## config.mk

```make
export PLATFORM = sky130hd
export DESIGN_NAME = seq_ctrl
export DESIGN_NICKNAME = d
export VERILOG_FILES = /design/src/rtl/seq_ctrl.sv
export SDC_FILE = /design/constraint.sdc
export NUM_CORES = 1
export LEC_CHECK = 0
export ABC_AREA = 1
export BUFFER_PORTS_ARGS = -buffer_cell sky130_fd_sc_hd__buf_2
export CORE_AREA = 3 3 78 95
export DETAILED_ROUTE_END_ITERATION = 7
export DIE_AREA = 0 0 81 98
export PLACE_DENSITY_LB_ADDON = 0.25
export SLEW_MARGIN = 20
export SYNTH_ARGS = -nofsm -noshare
export SYNTH_HDL_FRONTEND = slang
export SYNTH_SLANG_ARGS = --single-unit
```

## constraint.sdc

```tcl
create_clock -name clk -period 2.5 [get_ports clk]
set_input_delay 0.5 -clock clk [delete_from_list [all_inputs] [get_ports clk]]
set_output_delay 0.5 -clock clk [all_outputs]
set_load 0.01 [all_outputs]
```

## src/rtl/seq_ctrl.sv

```systemverilog
// seq_ctrl: instruction sequencer for the calculator datapath.
// Buffers 8-bit instructions in a FIFO, then runs each one to completion:
// register-file read addressing, ALU handshake, write-back or UART send.
//
// Ports:
//   clk, rst_n             clock, asynchronous active-low reset
//   inst_vld, inst_wd      instruction strobe and word {op, ra, rb, rc}
//   fifo_full, ovf         FIFO full flag, sticky dropped-instruction flag
//   rf_ra_addr, rf_rb_addr register-file read addresses
//   rf_we, rf_waddr        one-cycle write strobe and write address
//   rf_wsrc, rf_imm        write-data select (0 imm, 1 ALU) and immediate
//   alu_go, alu_op         ALU start pulse and op (0 add, 1 multiply)
//   alu_done               ALU result-valid pulse
//   tx_req, tx_ack         UART send request / acceptance
//   busy                   FSM active or FIFO non-empty
//   err                    sticky watchdog abort
//   inst_cnt               retired-instruction counter
//
// Optional feature macro: SEQ_CTRL_TIMEOUT_EN adds a watchdog on EXEC/SEND
// that aborts after TIMEOUT_CYCLES cycles and sets err.
module seq_ctrl #(
    parameter int unsigned FIFO_DEPTH     = 4,
    parameter int unsigned TIMEOUT_CYCLES = 1024
) (
    input  logic       clk,
    input  logic       rst_n,
    input  logic       inst_vld,
    input  logic [7:0] inst_wd,
    output logic       fifo_full,
    output logic       ovf,
    output logic [1:0] rf_ra_addr,
    output logic [1:0] rf_rb_addr,
    output logic       rf_we,
    output logic [1:0] rf_waddr,
    output logic       rf_wsrc,
    output logic [7:0] rf_imm,
    output logic       alu_go,
    output logic       alu_op,
    input  logic       alu_done,
    output logic       tx_req,
    input  logic       tx_ack,
    output logic       busy,
    output logic       err,
    output logic [7:0] inst_cnt
);
    localparam int unsigned PTR_W = $clog2(FIFO_DEPTH);
    localparam int unsigned CNT_W = PTR_W + 1;

    localparam logic [2:0] S_IDLE   = 3'd0;
    localparam logic [2:0] S_DECODE = 3'd1;
    localparam logic [2:0] S_EXEC   = 3'd2;
    localparam logic [2:0] S_WB     = 3'd3;
    localparam logic [2:0] S_SEND   = 3'd4;

    localparam logic [1:0] OP_PUSH = 2'b00;
    localparam logic [1:0] OP_ADD  = 2'b01;
    localparam logic [1:0] OP_MULT = 2'b10;

    logic [2:0]       state_q, state_d;
    logic [7:0]       fifo_q [FIFO_DEPTH];
    logic [7:0]       fifo_d [FIFO_DEPTH];
    logic [PTR_W-1:0] rptr_q, rptr_d, wptr_q, wptr_d;
    logic [CNT_W-1:0] count_q, count_d;
    logic [7:0]       ir_q, ir_d;
    logic             fifo_full_q, fifo_full_d;
    logic             ovf_q, ovf_d;
    logic [1:0]       rf_ra_addr_q, rf_ra_addr_d, rf_rb_addr_q, rf_rb_addr_d;
    logic             rf_we_q, rf_we_d;
    logic [1:0]       rf_waddr_q, rf_waddr_d;
    logic             rf_wsrc_q, rf_wsrc_d;
    logic [7:0]       rf_imm_q, rf_imm_d;
    logic             alu_go_q, alu_go_d, alu_op_q, alu_op_d;
    logic             tx_req_q, tx_req_d;
    logic             busy_q, busy_d;
    logic [7:0]       inst_cnt_q, inst_cnt_d;

    logic full_c, pop_c, push_c, done_ok_c, tmo_hit_c, abort_c;

    // A pop in the same cycle frees a slot, so a push while full still lands.
    assign full_c    = (count_q == CNT_W'(FIFO_DEPTH));
    assign pop_c     = (state_q == S_IDLE) && (count_q != '0);
    assign push_c    = inst_vld && (!full_c || pop_c);
    // alu_done is ignored during the alu_go cycle itself.
    assign done_ok_c = alu_done && !alu_go_q;
    assign abort_c   = tmo_hit_c &&
                       (((state_q == S_EXEC) && !done_ok_c) ||
                        ((state_q == S_SEND) && !tx_ack));

`ifdef SEQ_CTRL_TIMEOUT_EN
    localparam int unsigned TMO_W = $clog2(TIMEOUT_CYCLES + 1);
    logic [TMO_W-1:0] tmo_q, tmo_d;
    logic             err_q, err_d;

    assign tmo_hit_c = (tmo_q == TMO_W'(TIMEOUT_CYCLES - 1));

    // Watchdog counts every cycle spent waiting in EXEC or SEND.
    always_comb begin
        tmo_d = '0;
        err_d = err_q;
        if ((state_q == S_EXEC) || (state_q == S_SEND)) begin
            tmo_d = tmo_q + TMO_W'(1);
        end
        if (abort_c) begin
            err_d = 1'b1;
        end
    end

    always_ff @(posedge clk or negedge rst_n) begin
        if (!rst_n) begin
            tmo_q <= '0;
            err_q <= 1'b0;
        end else begin
            tmo_q <= tmo_d;
            err_q <= err_d;
        end
    end

    assign err = err_q;
`else
    logic unused_tmo_cfg;
    assign unused_tmo_cfg = ^32'(TIMEOUT_CYCLES);
    assign tmo_hit_c      = 1'b0;
    assign err            = 1'b0;
`endif

    // FIFO bookkeeping and sequencing FSM; outputs are registered from next state.
    always_comb begin
        state_d      = state_q;
        fifo_d       = fifo_q;
        rptr_d       = rptr_q;
        wptr_d       = wptr_q;
        count_d      = count_q;
        ir_d         = ir_q;
        rf_ra_addr_d = rf_ra_addr_q;
        rf_rb_addr_d = rf_rb_addr_q;
        rf_waddr_d   = rf_waddr_q;
        rf_wsrc_d    = rf_wsrc_q;
        rf_imm_d     = rf_imm_q;
        alu_op_d     = alu_op_q;
        rf_we_d      = 1'b0;
        alu_go_d     = 1'b0;
        tx_req_d     = 1'b0;
        inst_cnt_d   = inst_cnt_q;
        ovf_d        = ovf_q | (inst_vld & full_c & ~pop_c);

        if (push_c) begin
            fifo_d[wptr_q] = inst_wd;
            wptr_d         = wptr_q + PTR_W'(1);
        end
        if (pop_c) begin
            rptr_d = rptr_q + PTR_W'(1);
        end
        case ({push_c, pop_c})
            2'b10:   count_d = count_q + CNT_W'(1);
            2'b01:   count_d = count_q - CNT_W'(1);
            default: count_d = count_q;
        endcase

        case (state_q)
            S_IDLE: begin
                if (pop_c) begin
                    state_d      = S_DECODE;
                    ir_d         = fifo_q[rptr_q];
                    rf_ra_addr_d = ir_d[5:4];
                    rf_rb_addr_d = ir_d[3:2];
                    rf_imm_d     = {4'b0000, ir_d[3:0]};
                end
            end
            S_DECODE: begin
                case (ir_q[7:6])
                    OP_PUSH: begin
                        state_d    = S_WB;
                        rf_waddr_d = ir_q[5:4];
                        rf_wsrc_d  = 1'b0;
                        rf_we_d    = 1'b1;
                    end
                    OP_ADD, OP_MULT: begin
                        state_d  = S_EXEC;
                        alu_go_d = 1'b1;
                        alu_op_d = ir_q[7];
                    end
                    default: begin
                        state_d  = S_SEND;
                        tx_req_d = 1'b1;
                    end
                endcase
            end
            S_EXEC: begin
                if (done_ok_c) begin
                    state_d    = S_WB;
                    rf_waddr_d = ir_q[1:0];
                    rf_wsrc_d  = 1'b1;
                    rf_we_d    = 1'b1;
                end else if (abort_c) begin
                    state_d = S_IDLE;
                end
            end
            S_WB: begin
                state_d    = S_IDLE;
                inst_cnt_d = inst_cnt_q + 8'd1;
            end
            S_SEND: begin
                if (tx_ack) begin
                    state_d    = S_IDLE;
                    inst_cnt_d = inst_cnt_q + 8'd1;
                end else if (abort_c) begin
                    state_d = S_IDLE;
                end else begin
                    tx_req_d = 1'b1;
                end
            end
            default: state_d = S_IDLE;
        endcase

        fifo_full_d = (count_d == CNT_W'(FIFO_DEPTH));
        busy_d      = (state_d != S_IDLE) || (count_d != '0);
    end

    always_ff @(posedge clk or negedge rst_n) begin
        if (!rst_n) begin
            state_q      <= S_IDLE;
            for (int unsigned i = 0; i < FIFO_DEPTH; i++) begin
                fifo_q[i] <= '0;
            end
            rptr_q       <= '0;
            wptr_q       <= '0;
            count_q      <= '0;
            ir_q         <= '0;
            fifo_full_q  <= 1'b0;
            ovf_q        <= 1'b0;
            rf_ra_addr_q <= '0;
            rf_rb_addr_q <= '0;
            rf_we_q      <= 1'b0;
            rf_waddr_q   <= '0;
            rf_wsrc_q    <= 1'b0;
            rf_imm_q     <= '0;
            alu_go_q     <= 1'b0;
            alu_op_q     <= 1'b0;
            tx_req_q     <= 1'b0;
            busy_q       <= 1'b0;
            inst_cnt_q   <= '0;
        end else begin
            state_q      <= state_d;
            fifo_q       <= fifo_d;
            rptr_q       <= rptr_d;
            wptr_q       <= wptr_d;
            count_q      <= count_d;
            ir_q         <= ir_d;
            fifo_full_q  <= fifo_full_d;
            ovf_q        <= ovf_d;
            rf_ra_addr_q <= rf_ra_addr_d;
            rf_rb_addr_q <= rf_rb_addr_d;
            rf_we_q      <= rf_we_d;
            rf_waddr_q   <= rf_waddr_d;
            rf_wsrc_q    <= rf_wsrc_d;
            rf_imm_q     <= rf_imm_d;
            alu_go_q     <= alu_go_d;
            alu_op_q     <= alu_op_d;
            tx_req_q     <= tx_req_d;
            busy_q       <= busy_d;
            inst_cnt_q   <= inst_cnt_d;
        end
    end

    assign fifo_full  = fifo_full_q;
    assign ovf        = ovf_q;
    assign rf_ra_addr = rf_ra_addr_q;
    assign rf_rb_addr = rf_rb_addr_q;
    assign rf_we      = rf_we_q;
    assign rf_waddr   = rf_waddr_q;
    assign rf_wsrc    = rf_wsrc_q;
    assign rf_imm     = rf_imm_q;
    assign alu_go     = alu_go_q;
    assign alu_op     = alu_op_q;
    assign tx_req     = tx_req_q;
    assign busy       = busy_q;
    assign inst_cnt   = inst_cnt_q;
endmodule

```

==> metrics, run 1 <==
R2R setup slack slightly above 500 ps; DRT Wirelength slightly above 6000 um; initial antenna violation count 0; Worst EP arrival 2210 ps; CP Buf/Inv Count 3; Psw 0.00197 W; DR WL met2 about 2900 um; fillers 618; final hold viol count 0; total power 0.00489 W; wire length on met1 2860 um; final net count 410; RSZ-0062 raised after global routing no; wire length per cell 12.7 um; initial core utilization 0.499; Multi-input gate area 1270 um2; dominant synthesized flop cell dfrtp_1; setup slack after layout 517 ps; crit path max fanout 4; CP Class reg2reg; peak supply drop ~510 uV; Final Max Slew Viols 0; Post-CTS Setup Inserts 0; reg2reg end busy$_DFF_PN0_; clock tree root driver cell clkbuf_8; largest net degree at the start of global routing 69; Post-Syn Area 3240 um2; Cell variety after synth 34; skew final 6.96 ps; pwr/cell area 1350 nW/um2; GRT Residual Overflow 0; First-pass DRT Iterations 4; setup TNS 0 ps; WL met3 268 um; CP required 2730 ps; num ports 44; core area about 6500 um2; share of layout cells above drive strength 1 0.188; CTS tree done; R2R Path Start state_q[0]$_DFF_PN0_; Die Y 98 um; DRC viols 0; cell repeated most along the worst path nand2_1; PostCTS Resize Cnt 0; clock network power share 0.187; routability cong. 0.827; DRT antenna net count 0; Top Metal Used met4; power share of the combinational group 0.419; vias in the first global route 2265; final setup violation count 0; Critical path origin state_q[0]$_DFF_PN0_; vias 2361; Levels on crit path 15; Crit. End Element flip-flop; worst slack, placed 403 ps; worst skew pair latency 330 ps; cts bufs inserted 9; sequential share of power 0.394; flops & latches, synth 68; crit-path cells inv_2, nand2_4, nor2_8, nand3_1, fa_1, inv_1, nand2_1, nand2_1, inv_1, nand2_1, nand2_1, nand2_1, nand2_1, nor2_1, nand2_1; post-synthesis sequential area ratio 0.525; MaxCap Viol Count 0; WHS 173 ps; fin crit period 1980 ps; delay-heaviest family, CP simple AND/OR/NAND/NOR gates; CTS sink count 68; Clock Path Buffers 2; outcome completed; Final Cycle Share 0.793; die area 7940 um2; Reg area 1700 um2; Antenna Cells 0; P_int between 0.002 and 0.003 W; Hold-fix buffers, CTS 0; Synth Instances 355; DP HPWL 4190 um; Post-synth ARST share 1.00; gr usage total 0.168; Synth Area per Inst about 9 um2; Yosys warning total 0; Lkg Pwr between 1.5 and 2 nW; EDFF count, synth 0; final core utilization 0.559; crit-path max cell delay about 430 ps; drt initial violations 95; r2r worst-path depth 15; Die X 81 um; first-pass GRT wire length 10400 um; Highest Clock Rate 504 MHz; Port Buf Inserts 38; DR vias/cell 4.94; FP Rows 32; hold crit path type in2async; startpoint types flip-flop; area grow syn2layout 12.0%; H-tree levels 3; sw frac 0.403; CP max-delay cell fa_1; Worst-path clk slew 70 ps
cells in the final DEF (no fill, tap or decap), types with 2 or more instances in the layout:
cell type / n
conb_1: 5
o21ai_2: 7
o22ai_1: 4
o21ai_0: 23
o211ai_1: 2
ha_1: 7
nand2_1: 74
buf_2: 38
inv_1: 30
nand4_1: 5
xnor2_1: 5
clkbuf_8: 12
nand3_1: 10
nor2_1: 41
nand2_4: 6
o21ai_1: 26
o21a_1: 2
a31oi_1: 4
xor2_1: 4
buf_4: 2
nand3b_1: 2
clkbuf_1: 2
dfrtp_1: 68
state kept, by name, summed over array words and instances, names as in the netlist:
| register | cells |
|---|---|
| rptr_q | 2 |
| rf_we | 1 |
| count_q | 3 |
| wptr_q | 2 |
| alu_go | 1 |
| busy | 1 |
| alu_op | 1 |
| ir_q | 8 |
| tx_req | 1 |
| fifo_q | 32 |
| fifo_full | 1 |
| ovf | 1 |
| inst_cnt | 8 |
| state_q | 3 |
| rf_waddr | 2 |
| rf_wsrc | 1 |
cells in the mapped netlist (all sizes together), types with 4 or more instances:
| library cell | number | share of area |
|---|---|---|
| o22ai | 4 | 0.0077 |
| buf | 17 | 0.044 |
| a31oi | 4 | 0.0077 |
| inv | 31 | 0.036 |
| nand2 | 81 | 0.11 |
| clkbuf | 5 | 0.0058 |
| nor2 | 42 | 0.054 |
| o21ai | 56 | 0.095 |
| nand4 | 5 | 0.0097 |
| xor2 | 4 | 0.011 |
| nand3 | 10 | 0.015 |
| xnor2 | 5 | 0.014 |
| dfrtp | 68 | 0.53 |
| ha | 7 | 0.027 |
metrics by stage:
step	area (um2)	instances
6_report	3630	478
5_1_grt	3630	478
4_1_cts	3630	478
3_5_place_dp	3420	463
3_3_place_gp	3420	463
2_1_floorplan	3250	359
power groups by stage:
stage                     sequential (W)  clock, W  combinational, W
after floorplan                  0.00190         0           0.00162
after global placement           0.00193         0           0.00202
after detailed placement         0.00194         0           0.00208
after CTS                        0.00192  0.000943           0.00209
after global routing             0.00199  0.000984           0.00236
final                            0.00193  0.000915           0.00205
per-layer routing:
metal	track usage	up-vias
met5	0	-
met4	0.0754	0
met3	0.0397	9
met2	0.270	47
met1	0.213	1109
li1	-	1196
worst max-delay path by stage:
| stage | to |
|---|---|
| after floorplan | busy$_DFF_PN0_ |
| after global placement | busy$_DFF_PN0_ |
| after detailed placement | busy$_DFF_PN0_ |
| after CTS | busy$_DFF_PN0_ |
| after global routing | busy$_DFF_PN0_ |
| final | busy$_DFF_PN0_ |
cell type report:
class,count,share of cell area
Sequential cell,68,0.469
Multi-Input combinational cell,236,0.349
Timing Repair Buffer,41,0.0621
Clock buffer,14,0.0476
Inverter,33,0.0345
Tap cell,85,0.0293
Clock inverter,1,0.00828
kinds of logic after synthesis:
kind of cell	share of synthesized area
other cells	0.00116
xor+xnor	0.0243
compound gates	0.129
fa+ha+maj	0.0332
simple gates	0.195
buf+inv	0.0884
flops	0.525
mux	0.00348
No activity file was read; power rests on OpenSTA's default activity.
==> run 2, diff against run 1 <==
--- a/config.mk
+++ b/config.mk
@@ -5,11 +5,11 @@
 export SDC_FILE = /design/constraint.sdc
 export NUM_CORES = 1
 export LEC_CHECK = 0
-export ABC_AREA = 1
+export ABC_AREA = 0
 export BUFFER_PORTS_ARGS = -buffer_cell sky130_fd_sc_hd__buf_2
-export CORE_AREA = 3 3 78 95
+export CORE_AREA = 3 3 80 97
 export DETAILED_ROUTE_END_ITERATION = 7
-export DIE_AREA = 0 0 81 98
+export DIE_AREA = 0 0 83 100
 export PLACE_DENSITY_LB_ADDON = 0.25
 export SLEW_MARGIN = 20
 export SYNTH_ARGS = -nofsm -noshare
==> constraint.sdc (replaced) <==
create_clock -name clk -period 1.9 [get_ports clk]
set_input_delay 0.38 -clock clk [delete_from_list [all_inputs] [get_ports clk]]
set_output_delay 0.38 -clock clk [all_outputs]
set_load 0.01 [all_outputs]
==> run 2 against run 1 <==
The run now ends with negative setup slack left; flip-flop and latch count is the same; worst setup slack lost 870 ps; sequential power up 37%; area after synthesis grew 4.7%; first-iteration DRC count is 49% lower; critical path type unchanged.
==> metrics, run 2 <==
Synth Area per Inst 14.0 um2 (+53%); vias in the first global route 2003 (-12%); num ports 44 (unchanged); final hold viol count 0 (unchanged); wire length per cell 15.6 um (+22%); peak supply drop 783 uV (+53%); Final Max Slew Viols 0 (unchanged); Cell Area, Placed 3740 um2 (+9.1%); Die Y 100 um (+2.0%); die area 8300 um2 (+4.6%); startpoint types flip-flop; Biggest register fifo_q; DRC viols 0 (unchanged); FP Rows 33 (+3.1%); R2R setup slack -350 ps (-870 ps); setup slack after layout -352 ps (-870 ps); DRT antenna net count 0 (unchanged); hold crit path type in2async; largest area contributor in the netlist dfrtp_1; Port Buf Inserts 38 (unchanged); CTS tree done; CP max-delay cell or3_4; synth top area cells dfrtp_1 (50%), mux2_4 (14%), mux4_2 (5.3%), buf_4 (3.1%), xnor2_1 (2.8%); H-tree levels 3 (unchanged); outcome complete, but fails checks; largest net degree at the start of global routing 69 (unchanged); Crit. End Element flip-flop; most frequent cells in the layout dfrtp_1 (68), buf_2 (38), mux2_4 (32); fin crit period 2250 ps (+270 ps); vias 1938 (-18%); final setup violation count 3 (+3); Yosys warning total 0 (unchanged); Final Cycle Share 1.19 (+0.392); initial antenna violation count 0 (unchanged); most frequent cells after synthesis dfrtp_1 (68), mux2_4 (32), nand2_1 (16); GRT Residual Overflow 0 (unchanged); first-pass GRT wire length 9900 um (-4.8%); core area 6850 um2 (+5.7%); gr usage total 0.154 (-0.0143); skew final 5.14 ps (-1.82 ps); Worst-path clk slew 70 ps (about the same); CP Class reg2reg; crit path max fanout 3 (-1); clock tree root driver cell clkbuf_8; Post-Syn Area 3390 um2 (+4.7%); MaxCap Viol Count 0 (unchanged); Clock Path Buffers 2 (unchanged); worst skew pair latency 340 ps (about the same); Highest Clock Rate 444 MHz (-12%); final net count 315 (-23%); final core utilization 0.581 (+0.0213); max FFs per register 32 (unchanged); Hold-fix buffers, CTS 0 (unchanged); top-count cell post-synth dfrtp_1; RSZ-0062 raised after global routing yes; CP required 2110 ps (-620 ps); most common cell after layout, fill and taps aside dfrtp_1; Lkg Pwr 1.92 nW (+3.4%); crit-path max cell delay 400 ps (-30 ps); Die X 83 um (+2.5%); reg2reg end busy$_DFF_PN0_; area grow syn2layout 17.3%; cts bufs inserted 9 (unchanged); CTS sink count 68 (unchanged); Synth top area share 0.502 (-0.0236); crit-path cells or3_4, nand3_4, nand2_4, nand2_4, fa_2, inv_2, or3_1, o211a_1, a311oi_2, nand3_1; R2R Path Start state_q[2]$_DFF_PN0_; flops & latches, synth 68 (unchanged); DRT Wirelength 6020 um (-1.3%); cell repeated most along the worst path nand2_4; failing checks negative setup slack; Worst EP arrival 2470 ps (+260 ps); Synth Instances 243 (-32%); First-pass DRT Iterations 4 (unchanged); post-synthesis sequential area ratio 0.502 (-0.0236); r2r worst-path depth 10 (-5); routability cong. 0.773 (-6.6%); share of layout cells above drive strength 1 0.468 (+0.280); Critical path origin state_q[2]$_DFF_PN0_; drt initial violations 48 (-49%); EDFF count, synth 0 (unchanged); Cell variety after synth 46 (+35%); DR vias/cell 5.02 (+1.6%); pwr/cell area 1810 nW/um2 (+34%); initial core utilization 0.495 (-0.00453); Post-synth ARST share 1.00 (unchanged); fin area 3980 um2 (+9.7%); dominant synthesized flop cell dfrtp_1; DP HPWL 4050 um (-3.4%); Antenna Cells 0 (unchanged)
run 2: through the flow:
| stage | cells | setup WS, ps | hold WS, ps | TNS (ps) | power [W] |
|---|---|---|---|---|---|
| global placement | 368 | -371 | 427 | -1000 | 0.00596 |
| finish | 386 | -352 | 46.8 | -942 | 0.00721 |
| floorplan | 247 | -390 | 84.4 | -1070 | 0.00521 |
| global route | 386 | -460 | 73.9 | -1280 | 0.00773 |
| CTS | 386 | -305 | 54.4 | -835 | 0.00721 |
| detailed placement | 368 | -441 | 429 | -1220 | 0.00604 |
run 2: report_power, final:
part / leakage, nW / internal (W) / switching (W) / total, W
Clock: 0.0996 / 0.000595 / 0.000528 / 0.00112
Combinational: 1.00 / 0.00199 / 0.00146 / 0.00346
Sequential: 0.816 / 0.00215 / 0.000488 / 0.00264
Total: 1.92 / 0.00474 / 0.00248 / 0.00721
run 2: how the worst max path moves through the flow:
| stage | to | cells after the start | slack, ps |
|---|---|---|---|
| final | busy$_DFF_PN0_ | 10 | -350 |
| after global routing | busy$_DFF_PN0_ | 10 | -460 |
| after CTS | busy$_DFF_PN0_ | 10 | -310 |
| after detailed placement | busy$_DFF_PN0_ | 10 | -440 |
| after global placement | busy$_DFF_PN0_ | 10 | -370 |
| after floorplan | busy$_DFF_PN0_ | 9 | -390 |
run 2: area by class of cell:
class / instances / area (um2)
Fill cell: 574 / 2880
Sequential cell: 68 / 1700
Multi-Input combinational cell: 147 / 1570
Timing Repair Buffer: 58 / 378
Clock buffer: 10 / 128
Tap cell: 87 / 109
Clock inverter: 6 / 55.1
Inverter: 10 / 37.5
run 2: cells by family after synthesis:
kind of cell,share of synthesized area
AOI/OAI and AO/OA,0.0347
xor gates and xnor gates,0.0336
adders and majority gates,0.0317
buffers and inverters,0.0575
DFF,0.502
muxes,0.236
other,0.00111
and+or+nand+nor,0.104
run 2: per-layer routing:
layer / up-vias / track usage / part of all wire / routed length [um]
met3: 11 / 0.0402 / 0.038 / 230
li1: 931 / - / - / -
met2: 36 / 0.257 / 0.49 / 2950
met5: - / 0 / 0 / 0
met1: 960 / 0.188 / 0.45 / 2710
met4: 0 / 0.0679 / 0.020 / 123
run 2: what timing repair did:
action / 4_1_cts / 5_1_grt
gates resized for setup: 2 / 5
pin swaps: 7 / 1
endpoints found under the setup margin: 3 / 7
buffers inserted: 3 / 1
run 2: critical path: cells and delay by family (launching register included):
family	cells	cell delay, ps
DFF	1	380
buffers and inverters	1	40
adders and majority gates	1	210
and+or+nand+nor	6	1050
AOI/OAI and AO/OA	2	430
